--- src/rtl/systolic_skew_feeder_pkg.sv ---
// Shared constants, lane derivation and FSM encoding for the systolic skew feeder.
package systolic_skew_feeder_pkg;

    localparam int unsigned DEFAULT_DATA_WIDTH = 256;
    localparam int unsigned DEFAULT_NUM_BITS   = 8;

    function automatic int unsigned lanes_of(input int unsigned data_width,
                                             input int unsigned num_bits);
        return data_width / num_bits;
    endfunction

    // The last row's top lane leaves the skew LANES-1 cycles after its lane 0.
    function automatic int unsigned drain_cycles_of(input int unsigned lanes);
        return lanes - 1;
    endfunction

    localparam int unsigned LANES        = lanes_of(DEFAULT_DATA_WIDTH, DEFAULT_NUM_BITS);
    localparam int unsigned DRAIN_CYCLES = drain_cycles_of(LANES);

    typedef enum logic [1:0] {
        StIdle   = 2'd0,
        StStream = 2'd1,
        StDrain  = 2'd2
    } feeder_state_t;

endpackage

--- src/rtl/systolic_skew_feeder_skew_delay_line.sv ---
// Fixed-depth shift register carrying {valid, data} for one systolic lane.
module systolic_skew_feeder_skew_delay_line #(
    parameter int unsigned DEPTH = 1,
    parameter int unsigned WIDTH = 8
) (
    input  logic             clk,
    input  logic             rst,
    input  logic             in_valid,
    input  logic [WIDTH-1:0] in_data,
    output logic             out_valid,
    output logic [WIDTH-1:0] out_data
);

    logic [WIDTH:0] stage_q [DEPTH];

    always_ff @(posedge clk) begin
        if (rst) begin
            for (int i = 0; i < DEPTH; i++) begin
                stage_q[i] <= '0;
            end
        end else begin
            stage_q[0] <= {in_valid, in_data};
            for (int i = 1; i < DEPTH; i++) begin
                stage_q[i] <= stage_q[i-1];
            end
        end
    end

    assign {out_valid, out_data} = stage_q[DEPTH-1];

endmodule

--- src/rtl/systolic_skew_feeder.sv ---
// Splits fetched buffer words into lanes, skews lane k by k cycles and tracks tile
// boundaries, draining the skew after the last row and pulsing tile_done.
module systolic_skew_feeder
    import systolic_skew_feeder_pkg::*;
#(
    parameter int unsigned DATA_WIDTH    = 256,
    parameter int unsigned NUM_BITS      = 8,
    parameter int unsigned ROW_CNT_WIDTH = 16
) (
    input  logic                              clk,
    input  logic                              rst,
    input  logic                              in_valid,
    input  logic [DATA_WIDTH-1:0]             in_data,
    input  logic                              in_last,
    output logic                              in_ready,
    output logic [DATA_WIDTH-1:0]             out_data,
    output logic [DATA_WIDTH/NUM_BITS-1:0]    out_lane_valid,
    output logic                              tile_done,
    output logic [ROW_CNT_WIDTH-1:0]          row_count,
    output logic                              busy,
    output logic                              overflow_err
);

    localparam int unsigned NUM_LANES  = lanes_of(DATA_WIDTH, NUM_BITS);
    localparam int unsigned DRAIN_LEN  = drain_cycles_of(NUM_LANES);
    localparam int unsigned CNT_W      = (DRAIN_LEN > 1) ? $clog2(DRAIN_LEN) : 1;
    localparam logic [CNT_W-1:0] DRAIN_LAST = CNT_W'(DRAIN_LEN - 1);

    feeder_state_t    state_q;
    logic [CNT_W-1:0] drain_cnt_q;
    logic             accept;

    assign in_ready = (state_q != StDrain);
    assign busy     = (state_q != StIdle);
    assign accept   = in_valid & in_ready;

    // Idle cycles inject zero bubbles so every row keeps its diagonal slot.
    for (genvar k = 0; k < NUM_LANES; k++) begin : g_lane
        logic [NUM_BITS-1:0] lane_in;

        assign lane_in = accept ? in_data[k*NUM_BITS +: NUM_BITS] : '0;

        systolic_skew_feeder_skew_delay_line #(
            .DEPTH (k + 1),
            .WIDTH (NUM_BITS)
        ) u_skew_delay_line (
            .clk       (clk),
            .rst       (rst),
            .in_valid  (accept),
            .in_data   (lane_in),
            .out_valid (out_lane_valid[k]),
            .out_data  (out_data[k*NUM_BITS +: NUM_BITS])
        );
    end

    always_ff @(posedge clk) begin
        if (rst) begin
            state_q      <= StIdle;
            drain_cnt_q  <= '0;
            row_count    <= '0;
            tile_done    <= 1'b0;
            overflow_err <= 1'b0;
        end else begin
            tile_done <= 1'b0;
            if (in_valid && !in_ready) begin
                overflow_err <= 1'b1;
            end
            unique case (state_q)
                StIdle: begin
                    if (accept) begin
                        row_count   <= ROW_CNT_WIDTH'(1);
                        drain_cnt_q <= '0;
                        state_q     <= in_last ? StDrain : StStream;
                    end
                end
                StStream: begin
                    if (accept) begin
                        if (row_count != '1) begin
                            row_count <= row_count + ROW_CNT_WIDTH'(1);
                        end
                        if (in_last) begin
                            drain_cnt_q <= '0;
                            state_q     <= StDrain;
                        end
                    end
                end
                StDrain: begin
                    // Exit lines up with the final row reaching the top lane.
                    if (drain_cnt_q == DRAIN_LAST) begin
                        state_q   <= StIdle;
                        tile_done <= 1'b1;
                    end else begin
                        drain_cnt_q <= drain_cnt_q + CNT_W'(1);
                    end
                end
                default: begin
                    state_q <= StIdle;
                end
            endcase
        end
    end

endmodule

--- config.mk ---
export PLATFORM = sky130hd
export DESIGN_NAME = systolic_skew_feeder
export DESIGN_NICKNAME = d
export VERILOG_FILES = /design/src/rtl/systolic_skew_feeder_pkg.sv /design/src/rtl/systolic_skew_feeder_skew_delay_line.sv /design/src/rtl/systolic_skew_feeder.sv
export SDC_FILE = /design/constraint.sdc
export NUM_CORES = 2
export LEC_CHECK = 0
export ABC_CLOCK_PERIOD_IN_PS = 2800
export CAP_MARGIN = 15
export CORE_UTILIZATION = 40
export CTS_CLUSTER_SIZE = 28
export DETAILED_ROUTE_END_ITERATION = 16
export PLACE_DENSITY_LB_ADDON = 0.12
export SYNTH_ARGS = -nofsm -noshare
export SYNTH_HDL_FRONTEND = slang
export SYNTH_MEMORY_MAX_BITS = 65536
export SYNTH_SLANG_ARGS = --single-unit
--- constraint.sdc ---
create_clock -name clk -period 2.8 [get_ports clk]
set_input_delay 0.42 -clock clk [delete_from_list [all_inputs] [get_ports clk]]
set_output_delay 0.42 -clock clk [all_outputs]
set_load 0.01 [all_outputs]
==> Word level (Yosys, flattened, before mapping) <==
Memories as Yosys holds them, arrays and structs flattened.
Index checks and enable logic that the tools add are counted.
{ "classes": {"addsub": 2, "eq_ne": 11, "mul": 0, "shifts": 0, "bitwise": 529, "magnitude_cmp": 0, "n_mux": 580, "div_mod_pow": 0, "n_reduce_logical": 11} }
{ "ops": {"columns": ["op", "count"], "rows": [
  ["$mux W9", 528],
  ["$or A1 B1 Y1", 527],
  ["$mux W8", 32],
  ["$mux W16", 3],
  ["$pmux W16 S2", 1],
  ["$mux W5", 4],
  ["$add A16 B1 Y16 const B", 1],
  ["$ne A16 B16 Y1 const B", 1],
  ["$pmux W5 S3", 1],
  ["$ne A2 B2 Y1 const B", 7],
  ["$mux W2", 5],
  ["$reduce_or A9 Y1", 1],
  ["$reduce_and A4 Y1", 2],
  ["$pmux W2 S3", 1],
  ["$add A5 B1 Y5 const B", 1],
  ["$eq A5 B5 Y1 const B", 1],
  ["$mux W1", 5],
  ["$reduce_and A5 Y1", 1],
  ["$reduce_bool A2 Y1", 2],
  ["$reduce_bool A3 Y1", 1],
  ["$eq A2 B1 Y1 const B", 1],
  ["$eq A2 B2 Y1 const B", 1],
  ["$logic_not A2 Y1", 1],
  ["$reduce_or A2 Y1", 1],
  ["other kinds (4)", 4]
]} }
{ "word_totals": {"romBits": 0, "memories": 32, "ramBits": 4752, "latch_bits": 0, "ff_bits": 25, "output_inout_bits": 308, "in_bits": 260} }
{ "memory_table": {"columns": ["name", "words", "word_bits", "read_ports", "rd_ports_with_merged_regs", "write_ports", "line", "source"], "rows": [
  ["g_lane[31].u_skew_delay_line.stage_q", 32, 9, 32, 0, 32, "systolic_skew_feeder_skew_delay_line.sv:14", "logic [WIDTH:0] stage_q [DEPTH];"],
  ["g_lane[30].u_skew_delay_line.stage_q", 31, 9, 31, 0, 31, "systolic_skew_feeder_skew_delay_line.sv:14", null],
  ["g_lane[29].u_skew_delay_line.stage_q", 30, 9, 30, 0, 30, "systolic_skew_feeder_skew_delay_line.sv:14", null],
  ["g_lane[28].u_skew_delay_line.stage_q", 29, 9, 29, 0, 29, "systolic_skew_feeder_skew_delay_line.sv:14", null],
  ["g_lane[27].u_skew_delay_line.stage_q", 28, 9, 28, 0, 28, "systolic_skew_feeder_skew_delay_line.sv:14", null],
  ["g_lane[26].u_skew_delay_line.stage_q", 27, 9, 27, 0, 27, "systolic_skew_feeder_skew_delay_line.sv:14", null],
  ["+26 memories", null, null, null, null, null, null, null]
]} }

==> Depth between registers and ports, before layout <==
{ "logic_depth": {"word_depth": 4, "ltp_mapped": 7} }

==> Hierarchy <==
From an unflattened synthesis, not the netlist that was laid out.
{ "unflattened": {"hier_cells": 10699, "area_unflattened_um2": 140410.9} }
{ "by_module_without_submodules": {"columns": ["module", "cells_each", "area_per_inst_um2", "instances"], "rows": [
  ["systolic_skew_feeder_skew_delay_line (g_lane[29].u_skew_delay_line)", 578, 8391.8, 1],
  ["systolic_skew_feeder_skew_delay_line (g_lane[30].u_skew_delay_line)", 597, 7977.7, 1],
  ["systolic_skew_feeder_skew_delay_line (g_lane[28].u_skew_delay_line)", 551, 7975.1, 1],
  ["systolic_skew_feeder_skew_delay_line (g_lane[31].u_skew_delay_line)", 616, 7946.4, 1],
  ["systolic_skew_feeder_skew_delay_line (g_lane[26].u_skew_delay_line)", 521, 7080.5, 1],
  ["systolic_skew_feeder_skew_delay_line (g_lane[27].u_skew_delay_line)", 540, 6812.8, 1],
  ["systolic_skew_feeder_skew_delay_line (g_lane[25].u_skew_delay_line)", 502, 6802.8, 1],
  ["systolic_skew_feeder_skew_delay_line (g_lane[24].u_skew_delay_line)", 483, 6779.0, 1],
  ["systolic_skew_feeder_skew_delay_line (g_lane[23].u_skew_delay_line)", 464, 6190.9, 1],
  ["systolic_skew_feeder_skew_delay_line (g_lane[22].u_skew_delay_line)", 445, 5939.4, 1],
  ["systolic_skew_feeder_skew_delay_line (g_lane[20].u_skew_delay_line)", 407, 5708.0, 1],
  ["systolic_skew_feeder_skew_delay_line (g_lane[21].u_skew_delay_line)", 426, 5691.7, 1],
  ["systolic_skew_feeder_skew_delay_line (g_lane[19].u_skew_delay_line)", 388, 5245.0, 1],
  ["systolic_skew_feeder_skew_delay_line (g_lane[17].u_skew_delay_line)", 350, 4904.7, 1],
  ["+19 rows", null, null, null]
]} }

==> Least setup slack after synthesis <==
Ideal clock, no wire load.
{ "synth_path": {"path_kind": "register to register", "startpoint": "reg row_count[0]", "endpoint": "reg row_count[2]", "path_stages_with_launch": 7, "t_required_ns": 2.684, "arrival_time_ns": 1.726, "setup_ns": 0.116, "slack_ns": 0.957, "cell_sequence": "dfxtp_1 > ha_1 > nand3_2 > or3_4 > o211ai_2 > nor4b_1 > a31o_2"} }
{ "synth_between": {"elab_chain_len": 4, "word_cells_on_any_way": 7, "cone_classes": "add/sub (1); eq/ne (2); mux (3); reduce/logical (1)"} }
{ "synth_rtl": {"columns": ["item", "line", "source"], "rows": [
  ["start, declared", "systolic_skew_feeder.sv:19", "output logic [ROW_CNT_WIDTH-1:0] row_count,"],
  ["start signal, assigned", "systolic_skew_feeder.sv:79", "row_count <= row_count + ROW_CNT_WIDTH'(1);"],
  ["$add A16 B1 Y16", "systolic_skew_feeder.sv:79", null],
  ["$mux W16", "systolic_skew_feeder.sv:78", "if (row_count != '1) begin"],
  ["$mux W16", "systolic_skew_feeder.sv:77", "if (accept) begin"],
  ["$pmux W16 S2", "systolic_skew_feeder.sv:68", "unique case (state_q)"]
]} }
Parallel ways exist; a longest one is shown, timed or not. The select of a mux whose other input is x is not followed.
A chain may end at the register's enable or synchronous reset.

==> Final worst setup path <==
{ "layout_path": {"startpoint": "reg state_q[0]", "endpoint": "out in_ready"} }
{ "layout_between": {"elab_chain_len": 1} }
{ "layout_rtl": {"columns": ["item", "line", "source"], "rows": [
  ["start, declared", "systolic_skew_feeder.sv:29", "feeder_state_t state_q;"],
  ["start signal, assigned", "systolic_skew_feeder.sv:58", "state_q <= StIdle;"],
  ["start signal, assigned", "systolic_skew_feeder.sv:73", "state_q <= in_last ? StDrain : StStream;"],
  ["start signal, assigned", "systolic_skew_feeder.sv:83", "state_q <= StDrain;"],
  ["$ne A2 B2 Y1", "systolic_skew_feeder.sv:33", "assign in_ready = (state_q != StDrain);"],
  ["end, declared", "systolic_skew_feeder.sv:15", "output logic in_ready,"]
]} }
No other way between the ends.

==> results.md <==
- The flow ran to the end, and the final reports show no timing, DRC or antenna violations.
- The transition time at the pin with the least slew margin is ~1.0 ns.
- The total wirelength of the detailed-routed design is between 150 and 200 mm.
- The number of CTS-inserted buffers is 428.
- The total number of vias is around 54000.
- The highest-delay cell along the critical path is sky130_fd_sc_hd__clkdlybuf4s50_1.
- The number of global-route vias before repair is 53051.
- The share of cells above drive strength 1 is ~7.8%.
- The footprint of the multi-input gates is approximately 0.027 sq mm.
- After synthesis, the largest area contributor takes up between 70% and 80% of total cell area.
- The number of distinct library cell variants in the gate-level netlist after synthesis is between 50 and 60.
- The kind of capture point of the worst setup path is a primary output.
- The highest attainable clock frequency is around 370 MHz.
- The TritonCTS clock tree is built.
- The cell area after placement is 0.124 sq mm.
- The die is roughly 540 microns wide.
- By count the netlist is led by 4281 x sky130_fd_sc_hd__dfxtp_1, 4000 x sky130_fd_sc_hd__nor2b_1, 446 x sky130_fd_sc_hd__clkbuf_1.
- During I/O placement, the number of pins put on the boundary was 568.
- The clock tree synthesis step divided the H-tree into 5 levels.
- Detailed placement finished with a half-perimeter wire length of 95.2 mm.
- The maximum ir drop on the vdd rail is roughly 0.54 mV.
- The clock network latency to the later pin of the worst-skew pair is slightly above 0.9 ns.
- By area the synthesized netlist is led by sky130_fd_sc_hd__dfxtp_1 73%, sky130_fd_sc_hd__nor2b_1 21%, sky130_fd_sc_hd__buf_4 1.8%.
- The number of fill cells is approximately 26000.
- The via density per instance is 3.81.
- The startpoint type of the worst setup path is a register.
- The worst min-delay path class is input pin to register.
- Input and output buffers added on the ports amount to roughly 570.
- Data on the critical path is required at its endpoint by 2.38 ns.
- The number of optimization iterations in the first detailed-route pass is 6.
- On the critical path the largest part of the delay comes from buffers and inverters.
- Setup repair after global routing left no endpoint under its margin.
- The sequential cell area fraction in the yosys report is 73.2%.
- The worst max-slew margin expressed relative to the limit is roughly a third.
- The number of storage elements in the synthesis netlist is between 4000 and 5000.
- The initial antenna violation count is 81.
- The largest net degree at the start of global routing is approximately 240.
- No sink is reached through more buffers than the 4 on the longest clock path.
- The largest single stage delay on the critical path is around 0.55 ns.
- For this block, the initial DRC count from the detailed router was 2224.
- sky130_fd_sc_hd__dfxtp_1 is the most common cell in the netlist.
- In this run the vertical extent of the chip is 543 microns.
- The max-slew violation count is 0.
- The finished layout cell area is roughly 0.14 sq mm.
- The combined buffer and inverter count along the critical path is 2.
- The cell leakage power is roughly 55 nW.
- The worst-case clock skew is between 0.02 and 0.03 ns.
- The post-route antenna net violation count is 0.
- The tree is rooted in a sky130_fd_sc_hd__clkbuf_16.
- The count of final hold-check violations is 0.
- For the final routed database, the setup TNS stands at 0 ns.
- The tool flagged a number of max-cap violations equal to 0.
- For this design the ratio of total power to cell area is just under 900 mW/mm^2.
- Clock-pin slew was measured on the worst setup and hold paths at 0.06 ns.
- In the finished design, the share of the clock period the worst path needs comes to 96.2%.
- The area growth from synthesis to final layout is 21.1%.
- The floorplan step defined a die boundary enclosing about 0.29 sq mm.
- Averaged over all synthesized cells, the footprint is around 12 sq um.
- The critical path is of the register to primary output type.
- Synthesis produced a netlist with a net count of between 9000 and 10000.
- The initial utilization of the core area, before any placement, comes to about two fifths.
- In this run, synthesis inferred 0 flip-flops with an integrated enable.
- In the routed design, unresolved DRC markers number 0.
- For this design, the sink count on the clock tree is between 4000 and 5000.
- The first global-routing pass estimated roughly 270 mm of wire.
- After the last flow step, the layout net total stands at a little over 10000.
- For the finished layout, the period the worst path requires is 2.69 ns.
- The summed instance area of the synthesized netlist is approximately 0.12 sq mm.
- sky130_fd_sc_hd__dfxtp_1 takes more of the synthesized area than any other cell.
- The count of standard-cell rows is approximately 200.
- The data arrival time of the critical path is about 2.3 ns.
- Global routing used between 10 and 15% of the available tracks.
- The final non-filler cell total is 14215.
- At the end of routability-driven placement, the weighted congestion stood at around 0.73.
- The number of instances in the synthesized netlist is around 9400.
- The count of synthesis-stage warnings from yosys is 0.
- The dominant synthesized flop cell is sky130_fd_sc_hd__dfxtp_1.
- The floorplan step defined a core boundary enclosing between 0.2 and 0.3 sq mm.
- The sequential cells in the finished layout cover a total of about 0.086 sq mm.
- The average wire per standard cell is 11.6 microns.
- The total grt overflow is 0.
- The placed cell count is 13195.
- The fraction of synthesis flops using an asynchronous set or reset pin is 0%.
- Setup violations remaining at the end of the flow were counted as 0.
- Traced cell by cell, the critical path runs through and2b_1 -> inv_2 -> clkdlybuf4s50_1.
- The maximum fanout along the worst path is 8.
## placed cells by master, fill, tap and decap left out, types with 3 or more instances in the layout
cell	n
sky130_fd_sc_hd__a21oi_1	14
sky130_fd_sc_hd__a41oi_1	3
sky130_fd_sc_hd__and2_1	257
sky130_fd_sc_hd__buf_12	21
sky130_fd_sc_hd__buf_4	45
sky130_fd_sc_hd__bufinv_16	60
sky130_fd_sc_hd__clkbuf_1	76
sky130_fd_sc_hd__clkbuf_16	433
sky130_fd_sc_hd__clkbuf_8	102
sky130_fd_sc_hd__clkdlybuf4s50_1	563
sky130_fd_sc_hd__clkinv_16	3
sky130_fd_sc_hd__clkinv_2	76
sky130_fd_sc_hd__clkinv_4	7
sky130_fd_sc_hd__clkinv_8	10
sky130_fd_sc_hd__clkinvlp_4	12
sky130_fd_sc_hd__dfxtp_1	4280
sky130_fd_sc_hd__diode_2	34
sky130_fd_sc_hd__dlygate4sd3_1	195
sky130_fd_sc_hd__ha_1	3
sky130_fd_sc_hd__inv_1	4
sky130_fd_sc_hd__inv_16	6
sky130_fd_sc_hd__inv_6	6
sky130_fd_sc_hd__nand2_1	16
sky130_fd_sc_hd__nand3_1	7
sky130_fd_sc_hd__nand4_1	3
sky130_fd_sc_hd__nor2_1	15
sky130_fd_sc_hd__nor2b_1	4000
sky130_fd_sc_hd__nor3_1	5
sky130_fd_sc_hd__o21a_1	5
sky130_fd_sc_hd__o21ai_0	8
## kinds of logic after synthesis
logic type / count (synthesis) / share of synthesized area (%)
AO/OA/AOI/OAI: 50 / 0.304
AND/OR/NAND/NOR: 4322 / 23.1
flip-flops: 4281 / 73.2
adder cells (fa/ha/maj): 3 / 0.0321
XOR/XNOR: 1 / 0.00749
buffers and inverters: 756 / 3.34
multiplexers: 2 / 0.0182
## flip-flops by register name (all words and copies together), names as in the netlist
| signal | cells |
|---|---|
| row_count | 16 |
| state_q | 2 |
| g_lane.u_skew_delay_line.stage_q | 4256 |
| drain_cnt_q | 5 |
| overflow_err | 1 |
| tile_done | 1 |
## report_power, final
group          total, mW  internal (mW)  switching (mW)
Sequential          61.4           61.3          0.0881
Combinational       2.04          0.860            1.18
Clock               59.6           36.7            22.9
## per-layer routing
layer | global-route usage (%) | part of all wire, % | wire length, microns | vias up
li1 | - | - | - | 29173
met1 | 14.5 | 48 | 79900 | 23419
met2 | 15.9 | 40 | 65500 | 1033
met3 | 4.60 | 8.4 | 13900 | 503
met4 | 4.26 | 3.1 | 5060 | 82
met5 | 0 | 0.31 | 512 | -
## worst paths after layout
kind,startpoint,to,slack [ns],cells after the start
hold / removal,in_data[221],g_lane[27].u_skew_delay_line.stage_q[0][5],0.09,2
setup reg to reg,row_count[0],row_count[4],0.62,6
setup / recovery,state_q[0],in_ready,0.11,3
hold reg to reg,g_lane[31].u_skew_delay_line.stage_q[0][7],g_lane[31].u_skew_delay_line.stage_q[0][16],0.42,1
## area by class of cell
cell class / instances / share of cell area (%)
Sequential cell: 4281 / 60.5
Inverter: 6 / 0.0159
Timing Repair Buffer: 825 / 5.91
Clock buffer: 611 / 8.84
Antenna cell: 34 / 0.0600
Clock inverter: 180 / 1.95
Tap cell: 3900 / 3.44
Multi-Input combinational cell: 4378 / 19.3
## repair_timing
| action | 4_1_cts | 5_1_grt |
|---|---|---|
| endpoints found under the hold margin | 235 | 0 |
| setup endpoints to repair | 1 | 0 |
| gates resized for setup | 1 | 0 |
| hold buffers | 195 | 0 |
| setup buffers | 0 | 0 |
## stage by stage
stage | utilization [%] | total power [mW] | worst slack [ns] | hold WS, ns
after CTS | 48.7 | 125 | 0.00989 | 0.0000113
after floorplan | - | 63.8 | 0.957 | 0.414
after detailed placement | 42.8 | 64.6 | 0.356 | 0.420
final | 48.7 | 123 | 0.106 | 0.0936
after global routing | 48.7 | 128 | 0.00127 | 0.0359
after global placement | 42.8 | 64.6 | 0.431 | 0.415
(Power assumes the default switching activity.)
